**src/rtl/vscale_fetch_queue.sv**
```systemverilog
// rtl/vscale_fetch_queue.sv - vscale fetch front end: sequential PC generation, imem port, DEPTH-entry instruction queue
// At most one data phase is outstanding; queue space is reserved for it before the address is issued.
module vscale_fetch_queue #(
  parameter int               XLEN     = 32,
  parameter int               DEPTH    = 4,
  parameter logic [XLEN-1:0]  RESET_PC = 32'h0000_0200,
  parameter logic [XLEN-1:0]  NOP_INST = 32'h0000_0013
) (
  input  logic                      hclk,
  input  logic                      hresetn,
  output logic                      imem_req,
  output logic [XLEN-1:0]           imem_addr,
  input  logic                      imem_wait,
  input  logic [XLEN-1:0]           imem_rdata,
  input  logic                      redirect,
  input  logic [XLEN-1:0]           redirect_pc,
  input  logic                      stall_DX,
  output logic                      valid_DX,
  output logic [XLEN-1:0]           inst_DX,
  output logic [XLEN-1:0]           PC_DX,
  output logic [$clog2(DEPTH):0]    count
);

  localparam int AW = $clog2(DEPTH);
  localparam int CW = AW + 1;
  localparam logic [CW:0] LP_DEPTH = (CW+1)'(DEPTH);

  logic [XLEN-1:0] r_pc_mem   [DEPTH];
  logic [XLEN-1:0] r_inst_mem [DEPTH];
  logic [AW-1:0]   r_rd_ptr;
  logic [AW-1:0]   r_wr_ptr;
  logic [CW-1:0]   r_count;
  logic [XLEN-1:0] r_fetch_pc;
  logic [XLEN-1:0] r_pend_pc;
  logic            r_outstanding;
  logic            r_discard;

  logic [CW:0]     w_credit;
  logic            w_accept;
  logic            w_done;
  logic            w_push;
  logic            w_pop;
  logic            w_unused_pc_lsb;

  assign w_unused_pc_lsb = ^redirect_pc[1:0];

  // Credit uses the pre-pop count, so a same-cycle pop never enables an issue.
  assign w_credit  = {1'b0, r_count} + {{CW{1'b0}}, r_outstanding};
  assign imem_req  = hresetn && !redirect && (w_credit < LP_DEPTH);
  assign imem_addr = r_fetch_pc;

  assign w_accept = imem_req && !imem_wait;
  assign w_done   = r_outstanding && !imem_wait;
  assign w_push   = w_done && !r_discard && !redirect;
  assign w_pop    = valid_DX && !stall_DX;

  assign valid_DX = (r_count != '0);
  assign inst_DX  = valid_DX ? r_inst_mem[r_rd_ptr] : NOP_INST;
  assign PC_DX    = valid_DX ? r_pc_mem[r_rd_ptr]   : '0;
  assign count    = r_count;

  always_ff @(posedge hclk or negedge hresetn) begin
    if (!hresetn) begin
      r_fetch_pc    <= RESET_PC;
      r_pend_pc     <= '0;
      r_outstanding <= 1'b0;
      r_discard     <= 1'b0;
    end else begin
      if (redirect)
        r_fetch_pc <= {redirect_pc[XLEN-1:2], 2'b00};
      else if (w_accept)
        r_fetch_pc <= r_fetch_pc + XLEN'(4);

      if (w_accept) begin
        r_pend_pc     <= r_fetch_pc;
        r_outstanding <= 1'b1;
      end else if (w_done) begin
        r_outstanding <= 1'b0;
      end

      // A response still in flight at redirect belongs to the old stream.
      if (redirect && r_outstanding && !w_done)
        r_discard <= 1'b1;
      else if (w_done)
        r_discard <= 1'b0;
    end
  end

  always_ff @(posedge hclk or negedge hresetn) begin
    if (!hresetn) begin
      r_rd_ptr <= '0;
      r_wr_ptr <= '0;
      r_count  <= '0;
    end else if (redirect) begin
      r_rd_ptr <= '0;
      r_wr_ptr <= '0;
      r_count  <= '0;
    end else begin
      if (w_push)
        r_wr_ptr <= r_wr_ptr + AW'(1);
      if (w_pop)
        r_rd_ptr <= r_rd_ptr + AW'(1);
      if (w_push && !w_pop)
        r_count <= r_count + CW'(1);
      else if (w_pop && !w_push)
        r_count <= r_count - CW'(1);
    end
  end

  always_ff @(posedge hclk) begin
    if (w_push) begin
      r_pc_mem[r_wr_ptr]   <= r_pend_pc;
      r_inst_mem[r_wr_ptr] <= imem_rdata;
    end
  end

endmodule

```
**config.mk**
```make
export PLATFORM = sky130hd
export DESIGN_NAME = vscale_fetch_queue
export DESIGN_NICKNAME = d
export VERILOG_FILES = /design/src/rtl/vscale_fetch_queue.sv
export SDC_FILE = /design/constraint.sdc
export NUM_CORES = 1
export LEC_CHECK = 0
export ABC_CLOCK_PERIOD_IN_PS = 3200
export BUFFER_PORTS_ARGS = -buffer_cell sky130_fd_sc_hd__buf_2
export CAP_MARGIN = 15
export CORE_ASPECT_RATIO = 1.75
export CORE_UTILIZATION = 44
export CTS_BUF_LIST = sky130_fd_sc_hd__clkbuf_4
export DETAILED_ROUTE_END_ITERATION = 7
export PLACE_DENSITY = 0.66
export SLEW_MARGIN = 20
export SYNTH_ARGS = -nofsm -noshare
export SYNTH_HDL_FRONTEND = slang
export SYNTH_SLANG_ARGS = --single-unit
```
**constraint.sdc**
```tcl
create_clock -name hclk -period 3.2 [get_ports hclk]
set_clock_uncertainty 0.05 [all_clocks]
set_input_delay 0.32 -clock hclk [delete_from_list [all_inputs] [get_ports hclk]]
set_output_delay 0.32 -clock hclk [all_outputs]
set_load 0.005 [all_outputs]
```
==> results.toml <==
[place]
io_buffer_count = 163
place_area_sq_um = 14200
place_hpwl_mm = 15.9
gp_congestion = 0.827

[clocking]
ctsHtreeMaxLevel = 3
ctsResizeCount = 0
cts_buffer_depth = 3
cts_buffers = 71
clock_latency_ns = 0.73
cts.clk_slew.worst_paths_ns = 0.08
clkSinkCount = 317
cts.root.buffer_cell = "clkbuf_4"
cts_tree = "built"

[die]
die_area_sq_um = 29900
start_util_pct = 44.8
row_count = 82
die_w_microns = 131
io_pins = 170
core_region_area_sq_um = 28700
die_h_microns = 228

[global_route]
use_met3_pct = 3.87
grt_use_met2_pct = 32.7
gr-total-overflow = 0
antenna_found_initial = 1
grt_max_degree = 70
grt_pass1_vias = 8050
busiest_layer = "met2"
grt_pass1_wl_mm = 41.7
track_usage_pct = 18.3
grt.met1_usage_pct = 20.3

[cells_and_area]
fin_nets = 1152
syn2layout_area_growth_pct = 23.0
design_area_sq_um = 15800
final_cell_mix = "248 x edfxtp_1, 163 x buf_2, 128 x nand2_1"
final_common_cell = "edfxtp_1"
drive_above_1_share_pct = 33.0

[routing]
antenna_left = 0
drc = 0
via_per_inst = 5.11
vias = 7726
drtIter0Drc = 307
wl_per_cell_microns = 17.4
routed_wl_mm = 26.3
firstDrtPassIters = 5

[synthesis]
netlist_area_sq_um = 12900
synth_edf_count = 248
ys_ff_latch = 317
ys.flop_type = "edfxtp_1"
yosys_warnings = 0
yosysUniqueCellTypes = 55
ys_seq_area_share_pct = 71.3
syn_inst = 797
synthArstFlopShare_pct = 21.8
avgSynthCellArea_sq_um = 16.1

[sta]
finalSetupTns_ns = 0
worstMarginPinSlew_ns = 0.945
fmax_mhz = 337
setup_viol = 0
grt_setup_unrepaired = "false"
period_share_pct = 92.7
slew_headroom_pct = 37.0
min_period_ns = 2.97
hold_ws_ns = 0.296
final_max_slew_viol_count = 0
finalHoldViolations = 0

[power_and_ir_drop]
switching_share_pct = 28.9
p_sw_mw = 3.17
p_per_area_nw_per_um2 = 692
p_int_mw = 7.77
p_clk_share_pct = 28.7
seqPwrFrac_pct = 47.7
ir_worst_vdd_mv = 0.623
p_leak_nw = 5.96
p_comb_share_pct = 23.7

[worst_setup_path]
crit_path_max_incr_delay_ns = 0.60
crit_chain = "buf_4 > mux4_2 > nor2b_1 > buf_2"
rrSetupSlack_ns = 0.82
crit-reg2reg-launch = "imem_addr[2]"
r2r_cells = 5
cp_slowest_cell = "dfrtp_4"
end_kind = "primary output"
crit_required_ns = 2.83
critical_path.reg2reg.endpoint = "imem_addr[26]"
worstPathArrival_ns = 2.60
path_class = "register to primary output"
path_max_fanout = 14
critPathLaunchType = "register"

[worst_hold_path]
hp-class = "input pin to register"
hold_depth = 4
hp-start = "redirect_pc[21]"
min_to = "imem_addr[21]"

[run_status]
status = "finished clean"

[flow_run]
cap_violations = 0
per-layer routing:
layer / part of all wire, % / wire length (microns)
met1: 38 / 10100
met4: 2.9 / 756
met5: 0 / 0
met2: 54 / 14200
met3: 5.0 / 1320
cells in the mapped netlist, types with 2 or more instances:
master    instances  area, sq um
nand2b_1          3         18.8
nand3_1          15         75.1
a21o_1            3         22.5
nand4_1           8         50.1
nand2_1         128          480
nor3_1            9         45.0
a221o_1           2         20.0
and2_1            5         31.3
mux4_2           62         1400
or2_2             4         25.0
xor2_1            3         26.3
dfrtp_1          68         1700
nor3b_1           4         30.0
and3_1            6         37.5
xnor2_1           6         52.6
o21ai_0          19         95.1
o221ai_1          2         17.5
buf_2            15         75.1
nor2_1           17         63.8
buf_4             4         30.0
clkbuf_1         25         93.8
nor2b_1          62          388
o31ai_1           2         15.0
a22oi_1           2         15.0
buf_1             2         7.51
a31oi_1           2         12.5
ha_1              5         62.6
inv_1             9         33.8
nor4_4            2         42.5
a21oi_1          11         55.1
o311ai_0         11         96.3
edfxtp_1        248         7450
o211ai_1          6         45.0
or3_1             4         25.0
nand3b_1          3         22.5
power groups by stage:
stage,Clock [mW],Combinational (mW),Sequential [mW]
6_report,3.14,2.59,5.21
3_3_place_gp,0,2.52,5.30
5_1_grt,3.43,2.86,5.27
3_5_place_dp,0,2.55,5.33
4_1_cts,3.25,2.68,5.22
2_1_floorplan,0,1.58,5.15
timing repair:
action	in CTS	in global routing
endpoints found under the hold margin	233	0
hold buffers	67	0
endpoints found under the setup margin	10	0
setup buffers	1	0
registers in the layout, indices dropped and copies added, names as in the netlist:
register	flops
r_inst_mem	128
r_pend_pc	30
r_wr_ptr	2
imem_addr	30
r_rd_ptr	2
count	3
r_discard	1
r_pc_mem	120
r_outstanding	1
worst max-delay path by stage:
stage,from,to,cells past startpoint
floorplan,r_outstanding,r_inst_mem[0][0],4
global placement,r_rd_ptr[0],PC_DX[26],4
global route,r_rd_ptr[0],PC_DX[26],4
detailed placement,r_rd_ptr[0],PC_DX[26],4
finish,r_rd_ptr[0],PC_DX[26],4
CTS,r_rd_ptr[0],PC_DX[26],4
stage by stage:
step                      setup WS, ns  cells  power [mW]  util, %
after global routing            0.0551   1511        11.6     55.1
after CTS                       0.0684   1510        11.1     55.1
after detailed placement         0.751   1314        7.89     49.5
after global placement           0.758   1314        7.83     49.5
final                            0.235   1511        10.9     55.1
after floorplan                  0.123    800        6.73        -
critical path: cells and delay by family, from the launching register on:
| kind | cells | cell delay (ns) |
|---|---|---|
| flip-flops | 1 | 0.60 |
| multiplexers | 1 | 0.60 |
| buffers and inverters | 2 | 0.51 |
| AND/OR/NAND/NOR | 1 | 0.15 |
cells by family (layout without fill, tap and decap cells):
logic type	Yosys count	in the layout	synth area share, %
other cells	1	5	0.0292
flops	317	317	71.3
fa+ha+maj	6	6	0.642
simple gates	278	278	11.0
xor+xnor	9	9	0.613
buf+inv	56	388	1.96
compound gates	67	67	3.51
mux	63	63	10.9
cell type report:
type,count,area [sq um]
Antenna cell,1,2.50
Clock buffer,94,706
Clock inverter,34,218
Fill cell,2365,12900
Inverter,9,33.8
Multi-Input combinational cell,427,3470
Sequential cell,317,9180
Tap cell,378,473
Timing Repair Buffer,251,1740
No activity file was read; power rests on OpenSTA's default activity.
